===== src/rtl/i2c_cmd_sequencer.sv =====
// Command sequencer in front of an I2C master controller.
// Host commands are buffered in a small FIFO; a four-state FSM issues them
// one at a time, waits for the controller to go busy and then idle again,
// and returns a one-cycle response carrying read data or a timeout flag.
module i2c_cmd_sequencer #(
   parameter int DEPTH        = 4,
   parameter int BUSY_TIMEOUT = 255
) (
   input  logic                     clk_i,
   input  logic                     rst_i,
   input  logic                     cmd_valid_i,
   output logic                     cmd_ready_o,
   input  logic [6:0]               cmd_address_i,
   input  logic                     cmd_rw_i,
   input  logic [7:0]               cmd_register_i,
   input  logic [7:0]               cmd_data_i,
   output logic [6:0]               address_o,
   output logic                     rw_o,
   output logic [7:0]               register_o,
   output logic [7:0]               data_o,
   output logic                     execute_o,
   input  logic                     busy_i,
   input  logic [7:0]               rdata_i,
   output logic                     rsp_valid_o,
   output logic [7:0]               rsp_data_o,
   output logic                     rsp_error_o,
   output logic [$clog2(DEPTH):0]   pending_o
);

   localparam int PTR_W = $clog2(DEPTH);
   localparam int CNT_W = PTR_W + 1;
   localparam int TMO_W = (BUSY_TIMEOUT < 1) ? 1 : $clog2(BUSY_TIMEOUT + 1);
   localparam logic [CNT_W-1:0] DEPTH_CNT   = CNT_W'(DEPTH);
   localparam logic [TMO_W-1:0] TIMEOUT_CNT = TMO_W'(BUSY_TIMEOUT);

   typedef enum logic [1:0] {
      IDLE,
      WAIT_BUSY,
      WAIT_DONE,
      RESPOND
   } state_t;

   typedef struct packed {
      logic [6:0] addr;
      logic       rw;
      logic [7:0] reg_addr;
      logic [7:0] data;
   } cmd_t;

   cmd_t             mem [DEPTH];
   cmd_t             cmd_in;
   cmd_t             head;
   logic [PTR_W-1:0] wr_ptr;
   logic [PTR_W-1:0] rd_ptr;
   logic [CNT_W-1:0] count;
   logic             queued;
   logic             push;
   logic             pop;
   logic             timeout;
   logic [TMO_W-1:0] tmo_cnt;
   state_t           state;
   state_t           next_state;

   assign cmd_in      = '{addr: cmd_address_i, rw: cmd_rw_i, reg_addr: cmd_register_i, data: cmd_data_i};
   assign head        = mem[rd_ptr];
   assign pending_o   = count;
   assign cmd_ready_o = (count < DEPTH_CNT);
   assign push        = cmd_valid_i && cmd_ready_o;
   assign timeout     = (tmo_cnt == TIMEOUT_CNT);

   // Queue storage: an entry is written only on an accepted push.
   // NOTE: the storage array is deliberately not reset; the pointers and count
   // alone define which entries are valid, so stale contents are never read.
   always_ff @(posedge clk_i) begin
      if (push) begin
         mem[wr_ptr] <= cmd_in;
      end
   end

   // Queue pointers, occupancy count and the registered non-empty flag.
   // The FSM launches from the registered flag, so a command pushed into an
   // empty queue waits one extra cycle before the pop.
   // NOTE: all sequential state uses non-blocking assignments so every
   // register samples pre-edge values regardless of statement order.
   always_ff @(posedge clk_i) begin
      if (rst_i) begin
         wr_ptr <= '0;
         rd_ptr <= '0;
         count  <= '0;
         queued <= 1'b0;
      end else begin
         if (push) begin
            wr_ptr <= wr_ptr + 1'b1;
         end
         if (pop) begin
            rd_ptr <= rd_ptr + 1'b1;
         end
         case ({push, pop})
            2'b10:   count <= count + 1'b1;
            2'b01:   count <= count - 1'b1;
            default: count <= count;
         endcase
         queued <= (count != '0);
      end
   end

   // FSM state register.
   always_ff @(posedge clk_i) begin
      if (rst_i) begin
         state <= IDLE;
      end else begin
         state <= next_state;
      end
   end

   // FSM next-state logic and pop strobe.
   // NOTE: every output of this block gets a default before the case so no
   // path leaves a signal unassigned and no latch is inferred.
   always_comb begin
      next_state = state;
      pop        = 1'b0;
      case (state)
         IDLE: begin
            if (queued) begin
               pop        = 1'b1;
               next_state = WAIT_BUSY;
            end
         end
         WAIT_BUSY: begin
            if (busy_i) begin
               next_state = WAIT_DONE;
            end else if (timeout) begin
               next_state = RESPOND;
            end
         end
         WAIT_DONE: begin
            if (!busy_i) begin
               next_state = RESPOND;
            end
         end
         RESPOND: begin
            next_state = IDLE;
         end
         default: begin
            next_state = IDLE;
         end
      endcase
   end

   // Controller-facing outputs, timeout counter and response registers.
   always_ff @(posedge clk_i) begin
      if (rst_i) begin
         address_o   <= '0;
         rw_o        <= 1'b0;
         register_o  <= '0;
         data_o      <= '0;
         execute_o   <= 1'b0;
         tmo_cnt     <= '0;
         rsp_valid_o <= 1'b0;
         rsp_data_o  <= '0;
         rsp_error_o <= 1'b0;
      end else begin
         execute_o   <= (next_state == WAIT_BUSY);
         rsp_valid_o <= (next_state == RESPOND);

         if (pop) begin
            address_o  <= head.addr;
            rw_o       <= head.rw;
            register_o <= head.reg_addr;
            data_o     <= head.data;
            tmo_cnt    <= '0;
         end else if (state == WAIT_BUSY) begin
            tmo_cnt <= tmo_cnt + 1'b1;
         end

         if ((state == WAIT_BUSY) && !busy_i && timeout) begin
            rsp_data_o  <= '0;
            rsp_error_o <= 1'b1;
         end else if ((state == WAIT_DONE) && !busy_i) begin
            rsp_data_o  <= rw_o ? rdata_i : 8'h00;
            rsp_error_o <= 1'b0;
         end
      end
   end

endmodule


===== config.mk =====
export PLATFORM = sky130hd
export DESIGN_NAME = i2c_cmd_sequencer
export DESIGN_NICKNAME = d
export VERILOG_FILES = /design/src/rtl/i2c_cmd_sequencer.sv
export SDC_FILE = /design/constraint.sdc
export NUM_CORES = 1
export LEC_CHECK = 0
export ABC_AREA = 0
export CORE_UTILIZATION = 30
export CTS_CLUSTER_SIZE = 20
export DETAILED_ROUTE_END_ITERATION = 7
export HOLD_SLACK_MARGIN = 0.12
export PLACE_DENSITY_LB_ADDON = 0.2
export SLEW_MARGIN = 40
export SYNTH_ARGS = -nofsm -noshare
export SYNTH_HDL_FRONTEND = slang
export SYNTH_SLANG_ARGS = --single-unit
export TNS_END_PERCENT = 1

===== constraint.sdc =====
create_clock -name clk_i -period 4.95 [get_ports clk_i]
set_input_delay 0.99 -clock clk_i [delete_from_list [all_inputs] [get_ports clk_i]]
set_output_delay 0.99 -clock clk_i [all_outputs]
set_load 0.01 [all_outputs]

==> results of run 1 <==
==> synth_stat cells, drive strengths merged, types with 5 or more instances <==
master	instances
nor2	9
or3	5
inv	12
clkbuf	5
o21ai	6
and2	5
ha	6
edfxtp	96
a22o	24
buf	13
nand3	12
mux4	24
nand2	13
dfxtp	53
xnor2	5
a21oi	16
==> worst max path at each step <==
stage	start	endpoint
final	cmd_valid_i	pending_o[2]$_SDFFE_PP0P_
after global routing	rst_i	address_o[6]$_SDFFE_PP0P_
after CTS	rst_i	address_o[6]$_SDFFE_PP0P_
after detailed placement	rst_i	data_o[4]$_SDFFE_PP0P_
after global placement	rst_i	register_o[4]$_SDFFE_PP0P_
after floorplan	cmd_valid_i	pending_o[2]$_SDFFE_PP0P_
==> worst max-delay path, stage by stage <==
cell                              delay, ns
sky130_fd_sc_hd__clkdlybuf4s50_1       0.45
sky130_fd_sc_hd__nor2b_1               0.37
sky130_fd_sc_hd__inv_1                 0.09
sky130_fd_sc_hd__ha_1                  0.24
sky130_fd_sc_hd__inv_1                 0.07
sky130_fd_sc_hd__fa_1                  0.18
sky130_fd_sc_hd__xor2_1                0.07
sky130_fd_sc_hd__or3_1                 0.30
sky130_fd_sc_hd__a21oi_1               0.15
==> cells in the final DEF (no fill, tap or decap), types with 2 or more instances in the layout <==
cell type / netlist / routed
sky130_fd_sc_hd__dfxtp_1: 53 / 52
sky130_fd_sc_hd__clkbuf_8: 0 / 3
sky130_fd_sc_hd__or4_1: 2 / 2
sky130_fd_sc_hd__clkinvlp_4: 0 / 4
sky130_fd_sc_hd__and2_1: 5 / 5
sky130_fd_sc_hd__nand3_1: 12 / 12
sky130_fd_sc_hd__a21oi_1: 16 / 16
sky130_fd_sc_hd__nand2_1: 13 / 13
sky130_fd_sc_hd__nor2b_1: 2 / 2
sky130_fd_sc_hd__clkdlybuf4s50_1: 0 / 74
sky130_fd_sc_hd__ha_1: 6 / 6
sky130_fd_sc_hd__nor2_1: 8 / 8
sky130_fd_sc_hd__bufinv_16: 0 / 2
sky130_fd_sc_hd__edfxtp_1: 96 / 96
sky130_fd_sc_hd__mux4_2: 24 / 24
sky130_fd_sc_hd__buf_4: 3 / 7
sky130_fd_sc_hd__inv_1: 12 / 12
sky130_fd_sc_hd__xnor2_1: 5 / 5
sky130_fd_sc_hd__xor2_1: 2 / 2
sky130_fd_sc_hd__or3_1: 5 / 5
sky130_fd_sc_hd__a22o_1: 24 / 24
sky130_fd_sc_hd__clkbuf_16: 0 / 18
sky130_fd_sc_hd__o21ai_0: 6 / 6
sky130_fd_sc_hd__mux2i_1: 2 / 2
sky130_fd_sc_hd__clkinv_4: 0 / 3
sky130_fd_sc_hd__clkinv_2: 1 / 2
sky130_fd_sc_hd__o31ai_1: 2 / 2
==> state kept, by name, indices dropped and copies added, names as in the netlist, 2 cells and up <==
signal and count:
data_o 8, pending_o 3, address_o 7, mem 96, rd_ptr 2, rsp_data_o 8, tmo_cnt 8, state 2
wr_ptr 2, register_o 8
==> final cells by class <==
type | count | area, um^2 | share of cell area [%]
clock inverter | 10 | 121 | 1.69
sequential | 149 | 3950 | 54.9
timing repair buffer | 82 | 805 | 11.2
clock buffer | 21 | 492 | 6.83
tap | 229 | 287 | 3.98
inverter | 13 | 50.0 | 0.695
multi-input combinational | 155 | 1500 | 20.8
==> through the flow <==
step	power, mW	hold slack, ns	cell area [um^2]	instances
after floorplan	2.17	0.452	5610	335
after global placement	2.47	0.441	6570	627
after detailed placement	2.49	0.449	6580	628
after CTS	3.80	0.457	7200	659
after global routing	3.92	0.477	7200	659
final	3.73	0.455	7200	659
==> power by group <==
group	internal, mW	switching (mW)
sequential	1.52	0.175
combinational	0.426	0.319
clock	0.810	0.481
==> per-layer routing <==
metal	track usage [%]	vias to the layer above
met5	0	-
met4	4.21	0
met3	4.42	5
met2	21.6	69
met1	14.8	1550
li1	-	1468
==> cell families (layout without fill, tap and decap cells) <==
| family | count (synthesis) | in the layout | share of synthesized area [%] |
|---|---|---|---|
| flops | 149 | 149 | 70.3 |
| simple gates | 59 | 59 | 6.47 |
| compound gates | 56 | 56 | 7.40 |
| buf+inv | 31 | 126 | 3.08 |
| mux | 26 | 26 | 9.99 |
| fa+ha+maj | 7 | 7 | 1.69 |
| xor+xnor | 7 | 7 | 1.09 |
==> reports/summary.txt, run 1 <==
FINAL LAYOUT
----------------------------------------------------------------------------------------
Fillers                                                                             1698
Number of nets at the end of the flow                                                461
Area delta synth->final                                                            28.2%
Fraction of layout cells with a size suffix above 1                                17.2%
Number of antenna diodes                                                               0
Final Core Density                                                                 39.7%

ROUTING
----------------------------------------------------------------------------------------
Detailed Route Iter0 Violations                                                      158
Wl on met1                                                                       5.05 mm
DRC violation count after routing                                                      6
Detailed-router iteration count before antenna repair                                  6
Via-per-instance ratio                                                              4.69
Post-detailed-route wirelength per cell                                          17.1 um
Sum of routed wire length over all layers                                        11.3 mm
Highest routed metal layer                                                          met4
Count of vias placed by the detailed router                                         3092
Metal3 WL                                                                         452 um
Post-DRT Antenna Nets                                                                  0
Routed met2 length                                                               5.69 mm

CLOCKING
----------------------------------------------------------------------------------------
Clock sink count                                                                     149
Clock tree root driver cell                                                 sky130_fd_sc_hd__clkbuf_16
CTS hold repair buffers                                                                0
CTS tree                                                                             yes
H-tree depth reported by CTS                                                           4
Maximum count of clock buffers along a single path                                     2
Total CTS buffers                                                                     17
Post-CTS repair timing setup buffer count                                              0
Clock slew at the register clock pins of the worst setup and hold paths          0.06 ns
Clock latency at the later pin of the worst-skew pair                            0.41 ns
Post-CTS resize count                                                                  0

PLACED DESIGN
----------------------------------------------------------------------------------------
Final HPWL from detailed placement                                               7.02 mm
Port Buffer Count                                                                     74
Final Wtd Congestion                                                               0.748
Post-place setup slack                                                           1.86 ns

GRT
----------------------------------------------------------------------------------------
Overflow left after global routing                                                     0
Vias in the first global route                                                      3264
Pin count of the biggest net entering global routing                                  27
Global-route usage over all layers                                                 12.7%
Number of antenna violations at the first check in global routing                      0
Wire length of the first global-routing pass                                     18.0 mm

POWER AND IR DROP
----------------------------------------------------------------------------------------
Maximum vdd drop                                                                  249 uV
PD cells                                                                     518 nW/um^2
Leakage power total                                                              2.36 nW

DIE
----------------------------------------------------------------------------------------
Number of placement rows                                                              49
Standard cell core area                                                       18100 um^2
Horizontal extent of the die                                                      139 um
Die area                                                                      19300 um^2
Initial Util                                                                       30.9%
Die extent in y                                                                   139 um
I/O pin count                                                                         75

CRITICAL PATH
----------------------------------------------------------------------------------------
Kind of start point of the critical path                                       input pin
Path depth of the worst reg2reg path                                                   8
Crit Path Category                                                          input pin to register
Critical path data required time                                                 5.28 ns
Critical path capture point type                                                register
CP arrival                                                                       2.92 ns
Reg2Reg Setup Slack                                                              2.48 ns
Critical register-to-register path startpoint                               state[0]$_SDFF_PP0_
Critical-path maximum fanout                                                           7
Endpoint of the worst register-to-register path                             pending_o[2]$_SDFFE_PP0P_

TIMING
----------------------------------------------------------------------------------------
Hold Violations, Final                                                                 0
Max Slew Vio Count                                                                     0
Setup violations, final                                                                0
Worst setup skew after layout                                                 0.00869 ns
Peak clock frequency supported by timing                                         385 MHz
Rel. slew slack                                                                    49.9%
Final critical-path required period                                              2.60 ns
RSZ-0062 raised after global routing                                               false
Portion of the clock cycle consumed by the worst path in the final layout          52.5%
Final setup TNS                                                                     0 ns
Worst setup slack after layout                                                   2.35 ns
Transition time at the pin with the least slew margin                           0.749 ns

LOGIC SYNTHESIS
----------------------------------------------------------------------------------------
Syn Inst Count                                                                       335
Yosys cell types                                                                      45
Post-synthesis sequential area ratio                                               70.3%
Number of flops mapped to enable cells by yosys                                       96
Cell area after technology mapping                                             5610 um^2
Warnings, synthesis                                                                    0
Most area-hungry cell type in the Yosys netlist                             sky130_fd_sc_hd__edfxtp_1
Fraction of synthesis flops using an asynchronous set or reset pin                    0%
Post-Syn Nets                                                                        378
Number of storage elements in the synthesis netlist                                  149
Predominant post-synthesis flop cell                                        sky130_fd_sc_hd__edfxtp_1
Mean Syn Cell Area                                                             16.8 um^2
Share of Yosys cell area claimed by the top area cell type                         51.4%
Largest cells by area after synthesis                                       sky130_fd_sc_hd__edfxtp_1, sky130_fd_sc_hd__dfxtp_1, sky130_fd_sc_hd__mux4_2

STATUS
----------------------------------------------------------------------------------------
Result of the run                                                           complete, but fails checks
Violations in the final reports                                             design-rule violations

WORST HOLD PATH
----------------------------------------------------------------------------------------
Cell count of the worst hold path                                                      2
Worst hold path endpoint                                                    rsp_data_o[6]$_SDFFE_PP0P_
Hold path start                                                             rsp_data_o[6]$_SDFFE_PP0P_
Worst min-delay path category                                               register to register

RUN
----------------------------------------------------------------------------------------
Max_cap viols                                                                          0

(Power assumes the default switching activity.)
==> run 2: changes to the inputs <==
- clock period: 4.95 -> 2.13 ns (I/O delays scaled with it)
==> run 2 against run 1 <==
Effect of this change: the run still ends with design-rule violations left; clock-buffer cell count is 2 lower; die area is the same; global-route usage fell by 0.24 points; via count increased by 0.78%; clock skew increased by 0.0032 ns; utilization rose by 0.64 points; register-to-register slack got worse by 2.4 ns; flip-flop and latch count unchanged; largest power group unchanged.
==> reports/summary.txt, run 2 (synthesis results as in run 1) <==
GRT
----------------------------------------------------------------------------------------
Number of antenna violations at the first check in global routing                      0
Pin count of the biggest net entering global routing                                  25
Overflow left after global routing                                                     0
Global-route usage over all layers                                                 12.4%
Vias in the first global route                                                      3329
Wire length of the first global-routing pass                                     17.9 mm

CLOCKING
----------------------------------------------------------------------------------------
Clock slew at the register clock pins of the worst setup and hold paths          0.06 ns
CTS hold repair buffers                                                                0
Clock latency at the later pin of the worst-skew pair                            0.41 ns
Clock tree root driver cell                                                 sky130_fd_sc_hd__clkbuf_16
H-tree depth reported by CTS                                                           4
Clock sink count                                                                     149
Total CTS buffers                                                                     17
CTS tree                                                                             yes
Maximum count of clock buffers along a single path                                     2

CRITICAL PATH
----------------------------------------------------------------------------------------
Critical path buffers and inverters                                                    2
Critical path data required time                                                 2.48 ns
Crit-path slowest cell                                                      sky130_fd_sc_hd__or3b_4
CP arrival                                                                       2.43 ns
Worst stage delay on the critical path                                           0.41 ns
Kind of start point of the critical path                                        register
Critical-path maximum fanout                                                           3
Sequence of cells on the critical path                                      or3b_4, clkinv_2, ha_2, inv_1, fa_2, xor2_1, or3_1, a21oi_2
Kind of cell with the highest combined delay on the critical path           simple AND/OR/NAND/NOR gates
Critical path capture point type                                                register
Crit Path Category                                                          register to register

FINAL LAYOUT
----------------------------------------------------------------------------------------
Max FFs per register                                                                  96
Area delta synth->final                                                            30.3%
Register with the highest flop count                                                 mem
Most common cell after layout, fill and taps aside                          sky130_fd_sc_hd__edfxtp_1
Area taken by multi-input logic gates                                          1500 um^2
Number of nets at the end of the flow                                                474
Cell Count, Final, Fillers Out                                                       673
Final Core Density                                                                 40.3%
Highest-count cells in the layout ignoring fill and taps                    sky130_fd_sc_hd__edfxtp_1, sky130_fd_sc_hd__clkdlybuf4s50_1, sky130_fd_sc_hd__dfxtp_1
Number of antenna diodes                                                               0
Storage cell area                                                              3950 um^2
Fraction of layout cells with a size suffix above 1                                20.3%
Fillers                                                                             1643

ROUTING
----------------------------------------------------------------------------------------
Post-DRT Antenna Nets                                                                  0
Detailed-router iteration count before antenna repair                                  6
DRC violation count after routing                                                      6
Count of vias placed by the detailed router                                         3116
Sum of routed wire length over all layers                                        11.1 mm
Via-per-instance ratio                                                              4.63
Detailed Route Iter0 Violations                                                      177
Post-detailed-route wirelength per cell                                          16.6 um

DIE
----------------------------------------------------------------------------------------
I/O pin count                                                                         75
Die extent in y                                                                   139 um
Die area                                                                      19300 um^2
Standard cell core area                                                       18100 um^2
Horizontal extent of the die                                                      139 um
Initial Util                                                                       30.9%
Number of placement rows                                                              49

TIMING
----------------------------------------------------------------------------------------
Final setup TNS                                                                     0 ns
Worst setup skew after layout                                                  0.0118 ns
RSZ-0062 raised after global routing                                                true
Peak clock frequency supported by timing                                         480 MHz
Hold Violations, Final                                                                 0
Final critical-path required period                                              2.08 ns
Rel. slew slack                                                                    51.5%
Max Slew Vio Count                                                                     0
Setup violations, final                                                                0
Worst Hold Slack                                                                0.448 ns
Portion of the clock cycle consumed by the worst path in the final layout          97.9%
Transition time at the pin with the least slew margin                           0.726 ns

PLACED DESIGN
----------------------------------------------------------------------------------------
Port Buffer Count                                                                     74
Final HPWL from detailed placement                                               6.93 mm
Instance count after placement with tap cells included                               640
Final Wtd Congestion                                                               0.692

WORST HOLD PATH
----------------------------------------------------------------------------------------
Worst min-delay path category                                               register to register

POWER AND IR DROP
----------------------------------------------------------------------------------------
Leakage power total                                                              2.42 nW
Total power after layout                                                         8.65 mW
PD cells                                                                    1180 nW/um^2
Maximum vdd drop                                                                  603 uV

STATUS
----------------------------------------------------------------------------------------
Result of the run                                                           complete, but fails checks
Violations in the final reports                                             design-rule violations

RUN
----------------------------------------------------------------------------------------
Max_cap viols                                                                          0

run 2: changes by cell type in the layout (fill, tap and decap cells not counted), sizes merged:
| cell | previous run | this run |
|---|---|---|
| clkinvlp | 4 | 3 |
| inv | 12 | 18 |
| buf | 8 | 21 |
| bufinv | 2 | 1 |
| clkinv | 5 | 4 |
| clkbuf | 21 | 19 |
run 2: report_power, final:
group	leakage (nW)	switching (mW)	total [mW]	internal, mW
clock network	0.269	1.19	2.85	1.66
logic	0.842	0.971	2.09	1.12
registers	1.31	0.188	3.71	3.53
run 2: area by class of cell:
type                    instances  area share, %
multi-input cells             155           20.6
clock buffers                  19           6.06
well taps                     229           3.92
clock inverters                13           1.68
inverters                      13          0.684
repair buffers                 95           13.1
flip-flops and latches        149           54.0
run 2: tightest hold or removal path, delay by kind of cell, from the launching register on:
family          cells  cell delay, ns
compound gates      1            0.05
flops               1            0.31
simple gates        1            0.05
run 2: repair_timing:
item                                    CTS  global route
endpoints found under the setup margin    0             1
setup buffers                             0             1
gates resized for setup                   0             4
run 2: path summary, 6_finish.rpt:
kind	cells after the start	startpoint	end	slack (ns)
max	8	state[0]$_SDFF_PP0_	pending_o[2]$_SDFFE_PP0P_	0.05
max reg2reg	8	state[0]$_SDFF_PP0_	pending_o[2]$_SDFFE_PP0P_	0.05
min	2	rsp_data_o[0]$_SDFFE_PP0P_	rsp_data_o[0]$_SDFFE_PP0P_	0.45
min reg2reg	2	rsp_data_o[0]$_SDFFE_PP0P_	rsp_data_o[0]$_SDFFE_PP0P_	0.45
run 2: metal layers:
metal  global-route usage [%]  vias up  wire, um
li1                         -     1491         -
met1                     13.4     1552      4470
met2                     22.6       62      6030
met3                     3.66       11       472
met4                     5.15        0       175
met5                        0        -         0
run 2: stage by stage:
| stage | setup WS (ns) | cell area (um^2) |
|---|---|---|
| floorplan | 0.0519 | 5610 |
| global placement | -0.0889 | 6730 |
| detailed placement | -0.148 | 6730 |
| CTS | 0.0236 | 7300 |
| global route | -0.0244 | 7310 |
| finish | 0.0453 | 7310 |
